<file path="src/rtl/memory_copy_verify_engine_pkg.sv">
// Shared types and helpers for the memory copy/verify engine.
// Latency: none (package only).
// Backpressure: none (package only).
package pztb_pkg;

  typedef enum logic [2:0] {
    ST_IDLE         = 3'd0,
    ST_COPY         = 3'd1,
    ST_COPY_DRAIN   = 3'd2,
    ST_VERIFY       = 3'd3,
    ST_VERIFY_DRAIN = 3'd4,
    ST_DONE         = 3'd5
  } memory_copy_state;

  // True when [base, base+len) lies inside a memory of 'depth' words without wrapping.
  function automatic logic range_fits(input int unsigned base,
                                      input int unsigned len,
                                      input int unsigned depth);
    return (base + len) <= depth;
  endfunction

endpackage

</file>
<file path="src/rtl/memory_copy_verify_engine_delay_line.sv">
// Valid+payload shift register that tracks reads in flight to the memory.
// Latency: exactly DEPTH cycles from i_vld to o_vld.
// Backpressure: none; payload stages only move when their valid moves, so o_dat holds when idle.
module tb_delay_line #(
  parameter int DEPTH = 1,
  parameter int PW    = 8
) (
  input  logic          i_clk,
  input  logic          i_rst_n,
  input  logic          i_vld,
  input  logic [PW-1:0] i_dat,
  output logic          o_vld,
  output logic [PW-1:0] o_dat,
  output logic          o_any
);

  logic [DEPTH-1:0] r_vld;
  logic [PW-1:0]    r_dat [DEPTH];

  // Shift valid every cycle; advance payload only alongside a valid token.
  always_ff @(posedge i_clk or negedge i_rst_n) begin
    if (!i_rst_n) begin
      r_vld <= '0;
      for (int i = 0; i < DEPTH; i++) r_dat[i] <= '0;
    end else begin
      r_vld[0] <= i_vld;
      if (i_vld) r_dat[0] <= i_dat;
      for (int i = 1; i < DEPTH; i++) begin
        r_vld[i] <= r_vld[i-1];
        if (r_vld[i-1]) r_dat[i] <= r_dat[i-1];
      end
    end
  end

  assign o_vld = r_vld[DEPTH-1];
  assign o_dat = r_dat[DEPTH-1];
  assign o_any = |r_vld;

endmodule

</file>
<file path="src/rtl/memory_copy_verify_engine.sv">
// Block copy SRC->DST over a 2R1W memory port set, with optional SRC/DST compare pass.
// Latency: len+READ_LATENCY per pass plus a few FSM cycles; rejected/empty commands finish 1 cycle after accept.
// Backpressure: none; the memory is assumed always ready, i_start is ignored while a command runs.
module memory_copy_verify_engine
  import pztb_pkg::*;
#(
  parameter int DATAW        = 32,
  parameter int WORDW        = 1024,
  parameter int ADDRW        = $clog2(WORDW),
  parameter int READ_LATENCY = 1,
  parameter int CNTW         = ADDRW + 1
) (
  input  logic             i_clk,
  input  logic             i_rst_n,
  input  logic             i_start,
  input  logic             i_verify,
  input  logic [ADDRW-1:0] i_src,
  input  logic [ADDRW-1:0] i_dst,
  input  logic [CNTW-1:0]  i_len,
  output logic             o_busy,
  output logic             o_done,
  output logic             o_error,
  output logic [CNTW-1:0]  o_mismatch_count,
  output logic             o_first_mismatch_valid,
  output logic [ADDRW-1:0] o_first_mismatch_addr,
  output logic [ADDRW-1:0] adra,
  output logic [DATAW-1:0] da,
  output logic [DATAW-1:0] wema,
  output logic             wea,
  output logic             mea,
  output logic [ADDRW-1:0] adrb,
  output logic             meb,
  output logic [ADDRW-1:0] adrc,
  output logic             mec,
  input  logic [DATAW-1:0] qb,
  input  logic [DATAW-1:0] qc
);

  localparam int SW = CNTW + 1;

  memory_copy_state r_state, w_state_nxt;

  logic [ADDRW-1:0] r_src, r_dst;
  logic [CNTW-1:0]  r_len, r_idx;
  logic             r_verify, r_err;
  logic             r_cp_vld, r_vf_vld;
  logic [ADDRW-1:0] r_cp_dst, r_vf_off;
  logic [DATAW-1:0] r_da;
  logic [CNTW-1:0]  r_mm_cnt;
  logic             r_fm_vld;
  logic [ADDRW-1:0] r_fm_addr;

  logic [SW-1:0]    w_src_end;
  logic             w_cmd_bad, w_last, w_accept, w_copy_rd, w_vfy_rd;
  logic [ADDRW-1:0] w_off;
  logic             w_cdl_vld, w_cdl_any, w_vdl_vld, w_vdl_any;
  logic [ADDRW-1:0] w_cdl_dst, w_vdl_off;

  // A forward overlap (dst inside (src, src+len)) would read words already overwritten.
  assign w_src_end = SW'(i_src) + SW'(i_len);
  assign w_cmd_bad = !range_fits(32'(i_src), 32'(i_len), WORDW) ||
                     !range_fits(32'(i_dst), 32'(i_len), WORDW) ||
                     ((i_dst > i_src) && (SW'(i_dst) < w_src_end));
  assign w_last    = (r_idx == (r_len - CNTW'(1)));
  assign w_off     = r_idx[ADDRW-1:0];

  // State register.
  always_ff @(posedge i_clk or negedge i_rst_n) begin
    if (!i_rst_n) r_state <= ST_IDLE;
    else          r_state <= w_state_nxt;
  end

  // Next state and per-cycle read issue decisions.
  always_comb begin
    w_state_nxt = r_state;
    w_accept    = 1'b0;
    w_copy_rd   = 1'b0;
    w_vfy_rd    = 1'b0;
    case (r_state)
      ST_IDLE: begin
        if (i_start) begin
          w_accept = 1'b1;
          if (w_cmd_bad || (i_len == '0)) w_state_nxt = ST_DONE;
          else                            w_state_nxt = ST_COPY;
        end
      end
      ST_COPY: begin
        w_copy_rd = 1'b1;
        if (w_last) w_state_nxt = ST_COPY_DRAIN;
      end
      ST_COPY_DRAIN: begin
        // Every write must retire before the verify pass reads DST back.
        if (!r_cp_vld && !w_cdl_any) w_state_nxt = r_verify ? ST_VERIFY : ST_DONE;
      end
      ST_VERIFY: begin
        w_vfy_rd = 1'b1;
        if (w_last) w_state_nxt = ST_VERIFY_DRAIN;
      end
      ST_VERIFY_DRAIN: begin
        if (!r_vf_vld && !w_vdl_any) w_state_nxt = ST_DONE;
      end
      ST_DONE:  w_state_nxt = ST_IDLE;
      default:  w_state_nxt = ST_IDLE;
    endcase
  end

  // Latch the command on accept.
  always_ff @(posedge i_clk or negedge i_rst_n) begin
    if (!i_rst_n) begin
      r_src    <= '0;
      r_dst    <= '0;
      r_len    <= '0;
      r_verify <= 1'b0;
      r_err    <= 1'b0;
    end else if (w_accept) begin
      r_src    <= i_src;
      r_dst    <= i_dst;
      r_len    <= i_len;
      r_verify <= i_verify;
      r_err    <= w_cmd_bad;
    end
  end

  // Word index within the current pass; wraps to 0 after the last word so verify restarts at 0.
  always_ff @(posedge i_clk or negedge i_rst_n) begin
    if (!i_rst_n)                    r_idx <= '0;
    else if (w_accept)               r_idx <= '0;
    else if (w_copy_rd || w_vfy_rd)  r_idx <= w_last ? '0 : r_idx + CNTW'(1);
  end

  // Registered read ports; addresses hold their last value when the port is idle.
  always_ff @(posedge i_clk or negedge i_rst_n) begin
    if (!i_rst_n) begin
      meb      <= 1'b0;
      mec      <= 1'b0;
      adrb     <= '0;
      adrc     <= '0;
      r_cp_vld <= 1'b0;
      r_vf_vld <= 1'b0;
      r_cp_dst <= '0;
      r_vf_off <= '0;
    end else begin
      meb      <= w_copy_rd | w_vfy_rd;
      mec      <= w_vfy_rd;
      r_cp_vld <= w_copy_rd;
      r_vf_vld <= w_vfy_rd;
      if (w_copy_rd || w_vfy_rd) begin
        adrb     <= r_src + w_off;
        r_cp_dst <= r_dst + w_off;
        r_vf_off <= w_off;
      end
      if (w_vfy_rd) adrc <= r_dst + w_off;
    end
  end

  tb_delay_line #(.DEPTH(READ_LATENCY), .PW(ADDRW)) u_copy_pipe (
    .i_clk   (i_clk),
    .i_rst_n (i_rst_n),
    .i_vld   (r_cp_vld),
    .i_dat   (r_cp_dst),
    .o_vld   (w_cdl_vld),
    .o_dat   (w_cdl_dst),
    .o_any   (w_cdl_any)
  );

  tb_delay_line #(.DEPTH(READ_LATENCY), .PW(ADDRW)) u_verify_pipe (
    .i_clk   (i_clk),
    .i_rst_n (i_rst_n),
    .i_vld   (r_vf_vld),
    .i_dat   (r_vf_off),
    .o_vld   (w_vdl_vld),
    .o_dat   (w_vdl_off),
    .o_any   (w_vdl_any)
  );

  // Remember the last written word so da holds while the write port is idle.
  always_ff @(posedge i_clk or negedge i_rst_n) begin
    if (!i_rst_n)       r_da <= '0;
    else if (w_cdl_vld) r_da <= qb;
  end

  // Mismatch count (saturating) and first-mismatch offset; cleared by every accepted command.
  always_ff @(posedge i_clk or negedge i_rst_n) begin
    if (!i_rst_n) begin
      r_mm_cnt  <= '0;
      r_fm_vld  <= 1'b0;
      r_fm_addr <= '0;
    end else if (w_accept) begin
      r_mm_cnt  <= '0;
      r_fm_vld  <= 1'b0;
      r_fm_addr <= '0;
    end else if (w_vdl_vld && (qb != qc)) begin
      if (r_mm_cnt != '1) r_mm_cnt <= r_mm_cnt + CNTW'(1);
      if (!r_fm_vld) begin
        r_fm_vld  <= 1'b1;
        r_fm_addr <= w_vdl_off;
      end
    end
  end

  assign mea  = w_cdl_vld;
  assign wea  = w_cdl_vld;
  assign adra = w_cdl_dst;
  assign da   = w_cdl_vld ? qb : r_da;
  assign wema = '1;

  assign o_busy                 = (r_state != ST_IDLE) && (r_state != ST_DONE);
  assign o_done                 = (r_state == ST_DONE);
  assign o_error                = (r_state == ST_DONE) && r_err;
  assign o_mismatch_count       = r_mm_cnt;
  assign o_first_mismatch_valid = r_fm_vld;
  assign o_first_mismatch_addr  = r_fm_addr;

endmodule
</file>
<file path="config.mk">
export PLATFORM = sky130hd
export DESIGN_NAME = memory_copy_verify_engine
export DESIGN_NICKNAME = d
export VERILOG_FILES = /design/src/rtl/memory_copy_verify_engine_pkg.sv /design/src/rtl/memory_copy_verify_engine_delay_line.sv /design/src/rtl/memory_copy_verify_engine.sv
export SDC_FILE = /design/constraint.sdc
export NUM_CORES = 1
export LEC_CHECK = 0
export CAP_MARGIN = 20
export CORE_MARGIN = 3
export CORE_UTILIZATION = 45
export CTS_CLUSTER_DIAMETER = 100
export DETAILED_ROUTE_END_ITERATION = 10
export HOLD_SLACK_MARGIN = 0.1
export PLACE_DENSITY_LB_ADDON = 0.25
export SYNTH_ARGS = -nofsm -noshare
export SYNTH_HDL_FRONTEND = slang
export SYNTH_HIERARCHICAL = 1
export SYNTH_SLANG_ARGS = --single-unit
</file>
<file path="constraint.sdc">
create_clock -name i_clk -period 4.3 [get_ports i_clk]
set_input_delay 1.075 -clock i_clk [delete_from_list [all_inputs] [get_ports i_clk]]
set_output_delay 1.075 -clock i_clk [all_outputs]
set_load 0.02 [all_outputs]
</file>
==> results_dict.tcl <==
set metrics [dict create \
    status "finished clean" \
    grt_pass1_wl_mm 40.05 \
    ys_dominant_reg_cell "dfrtp_1" \
    clk_pin_slew_ps 60 \
    die_h_um 152.0 \
    start_util_pct 46.65 \
    critPathTopFamily "compound AO/OA/AOI/OAI gates" \
    grt.overflow.total 0 \
    fp-row-count 52 \
    switchingPower_w 0.003046 \
    final_cells 1452 \
    yosys_warnings 6 \
    critical_path_class "in2reg" \
    synth_area_leader_cell "dfrtp_1" \
    worstSetupEndpointType "register" \
    ioPinCount 222 \
    ys_seq_area_share_pct 43.31 \
    p_seq_share_pct 34.9 \
    clk_latency_ps 430 \
    maxSlewHeadroom_pct 38.63 \
    layout.nets 1332 \
    die_w_um 152.0 \
    slowest_stage "clkdlybuf4s50_1" \
    area_growth_syn_to_layout_pct 29.23 \
    synth_area_per_cell_um2 9.878 \
    synth_common_cells "166 x dfrtp_1, 142 x nand2_1, 65 x o21ai_0" \
    vias 7686 \
    seq_area_um2 4154 \
    worstPathArrival_ps 4440 \
    multiInputGateArea_um2 5015 \
    synthesis.area_um2 9592 \
    yosys.cell_count.top_type "dfrtp_1" \
    core_um2 20560 \
    hold_violations 0 \
    crit_path_frequent_cell "ha_1" \
    p_per_area_nw_per_um2 648.4 \
    cts_sinks 166 \
    cp.buffers_inverters 3 \
    synth_edf_count 0 \
    syn_inst 971 \
    avgRoutedWirePerCell_um 17.02 \
    post-route-util_pct 60.29 \
    layout-drive-gt1-share_pct 10.49 \
    netlist.area_leader.share_pct 43.31 \
    ir_drop_mv 0.2577 \
    grt_max_degree 92 \
    cp_max_fo 5 \
    worstMarginPinSlew_ps 912.3 \
    cts_hold_buf 0 \
    drc 0 \
    grt_antenna_before_repair 0 \
    postLayoutSetupSlackWorst_ps 206.3 \
    h-tree-depth 4 \
    dieArea_um2 23100 \
    fill_cells 1832 \
    finalWeightedCongestion 0.9166 \
    grtUsageTotal_pct 21.21 \
    power_leakage_nw 5.615 \
    clockPowerShare_pct 20.1 \
    netlist_top_cells_area "dfrtp_1 43%, ha_1 7.8%, nand2_1 5.6%" \
    switching_share_pct 37.90 \
    yosysUniqueCellTypes 66 \
    start_kind "primary input" \
    post-route-period-util_pct 95.20 \
    drv_cap 0 \
    finalSetupViolCount 0 \
    post-dp-hpwl_mm 18.98 \
    finClkSkew_ps 8.948 \
    fmax_mhz 244.3 \
    post-route-min-period_ps 4094 \
    port_buffers 189 \
    grt_pass1_vias 7602 \
    slew_viol_final 0 \
    cts_max_path_buffers 2 \
    cp_cell_sequence "clkdlybuf4s50_1 > buf_4 > ha_1 > a211oi_1 > nor3b_1 > o31a_1 > o2111ai_1 > nand2_1 > xnor2_1 > inv_1 > ha_1 > a211o_1 > o211ai_1 > o41ai_2 > a31oi_1" \
    p_int_w 0.004991 \
    cts_setup_buffers 0 \
    drtPass1Iterations 5 \
    cp.required_ps 4650 \
    antenna_cells 0 \
    cts-root-buf "clkbuf_16" \
    worstHoldPathType "reg2reg" \
    p_comb_share_pct 44.9 \
    crit_path_max_incr_delay_ps 540 \
    yosys_register_bits 166 \
    ctsResizeCount 0 \
    drt_wl_total_mm 24.71 \
    drtIter0Drc 386 \
    ant_nets 0 \
    async_reset_ff_share_pct 100.0 \
    place_inst 1420 \
    vias_per_cell 5.293 \
    cts_buffers 17 \
    cts_tree "done" \
    pre_cts_ws_ps -318.3 \
]
-- worst paths after layout --
path / end / depth (start not counted) / from / slack, ps
max: r_state[2] / 15 / i_len[1] / 210
min: adrb[0] / 2 / adrb[0] / 470
max reg2reg: r_state[2] / 10 / r_len[0] / 880
min reg2reg: adrb[0] / 2 / adrb[0] / 470
max in group asynchronous: r_da[1] / 2 / i_rst_n / 2650
min in group asynchronous: r_cp_dst[0] / 1 / i_rst_n / 710
-- flip-flops by register name (all words and copies together) (netlist names), 11 cells and up --
register	flops
r_idx	11
o_mismatch_count	11
r_da	32
r_len	11
-- layer usage --
metal  track usage (%)  vias to the layer above  share of wire, %
li1                  -                     3711                 -
met1             28.74                     3676                46
met2             33.98                      259                46
met3             4.778                       40               5.2
met4             6.935                        0               2.3
met5                 0                        -                 0
-- through the flow --
stage | power [W] | hold WS [ps] | cell area [um^2] | setup TNS, ps
after global routing | 0.008611 | 500.8 | 12400 | -65.60
after global placement | 0.006338 | 460.3 | 11740 | -398.5
final | 0.008037 | 471.8 | 12400 | 0
after floorplan | 0.005131 | 395.5 | 9708 | 0
after CTS | 0.008085 | 477.6 | 12380 | 0
after detailed placement | 0.006431 | 462.4 | 11740 | -632.5
-- power groups by stage --
stage               Clock [W]  Combinational, W  Sequential [W]
floorplan                   0           0.00227         0.00286
global placement            0           0.00352         0.00282
detailed placement          0           0.00359         0.00284
CTS                   0.00165           0.00363         0.00281
global route          0.00171           0.00400         0.00290
finish                0.00162           0.00361         0.00281
-- placed cells by master (no fill, tap or decap), types with 11 or more instances in the layout --
cell type        Yosys  final
nand3_1             15     15
xor2_1              20     20
xnor2_1             57     57
or3_1               12     12
inv_1               41     41
nor2_1              61     61
ha_1                60     60
mux2_4              20     20
mux2i_1             13     13
clkbuf_16            0     17
mux2_2              34     34
o21ai_0             65     65
a31oi_1             11     11
dfrtp_1            166    166
buf_4               35     27
nand4_1             13     13
conb_1               1     32
nand2_1            142    142
a21oi_1             36     35
clkdlybuf4s50_1      0    188
-- area by class of cell --
type                    instances  area share [%]
multi-input cells             727           40.46
flip-flops and latches        166           33.51
repair buffers                216           16.91
clock buffers                  18           3.543
well taps                     270           2.725
clock inverters                14           1.615
inverters                      41           1.242
-- kinds of logic (layout without fill, tap and decap cells) --
kind of cell,Yosys count,in the layout,synth area share (%)
AND/OR/NAND/NOR,306,306,14.87
AO/OA/AOI/OAI,181,181,11.77
flip-flops,166,166,43.31
buffers and inverters,109,289,5.844
XOR/XNOR,77,77,7.031
multiplexers,67,67,8.479
adder cells (fa/ha/maj),64,64,8.662
other,1,32,0.03910
-- worst register-to-register path, delay by kind of cell, from the launching register on --
family / cells / cell delay, ps
buffers and inverters: 1 / 90
AND/OR/NAND/NOR: 6 / 2190
AO/OA/AOI/OAI: 2 / 360
adder cells (fa/ha/maj): 1 / 300
flip-flops: 1 / 400
Power figures use the tool's default switching activity.
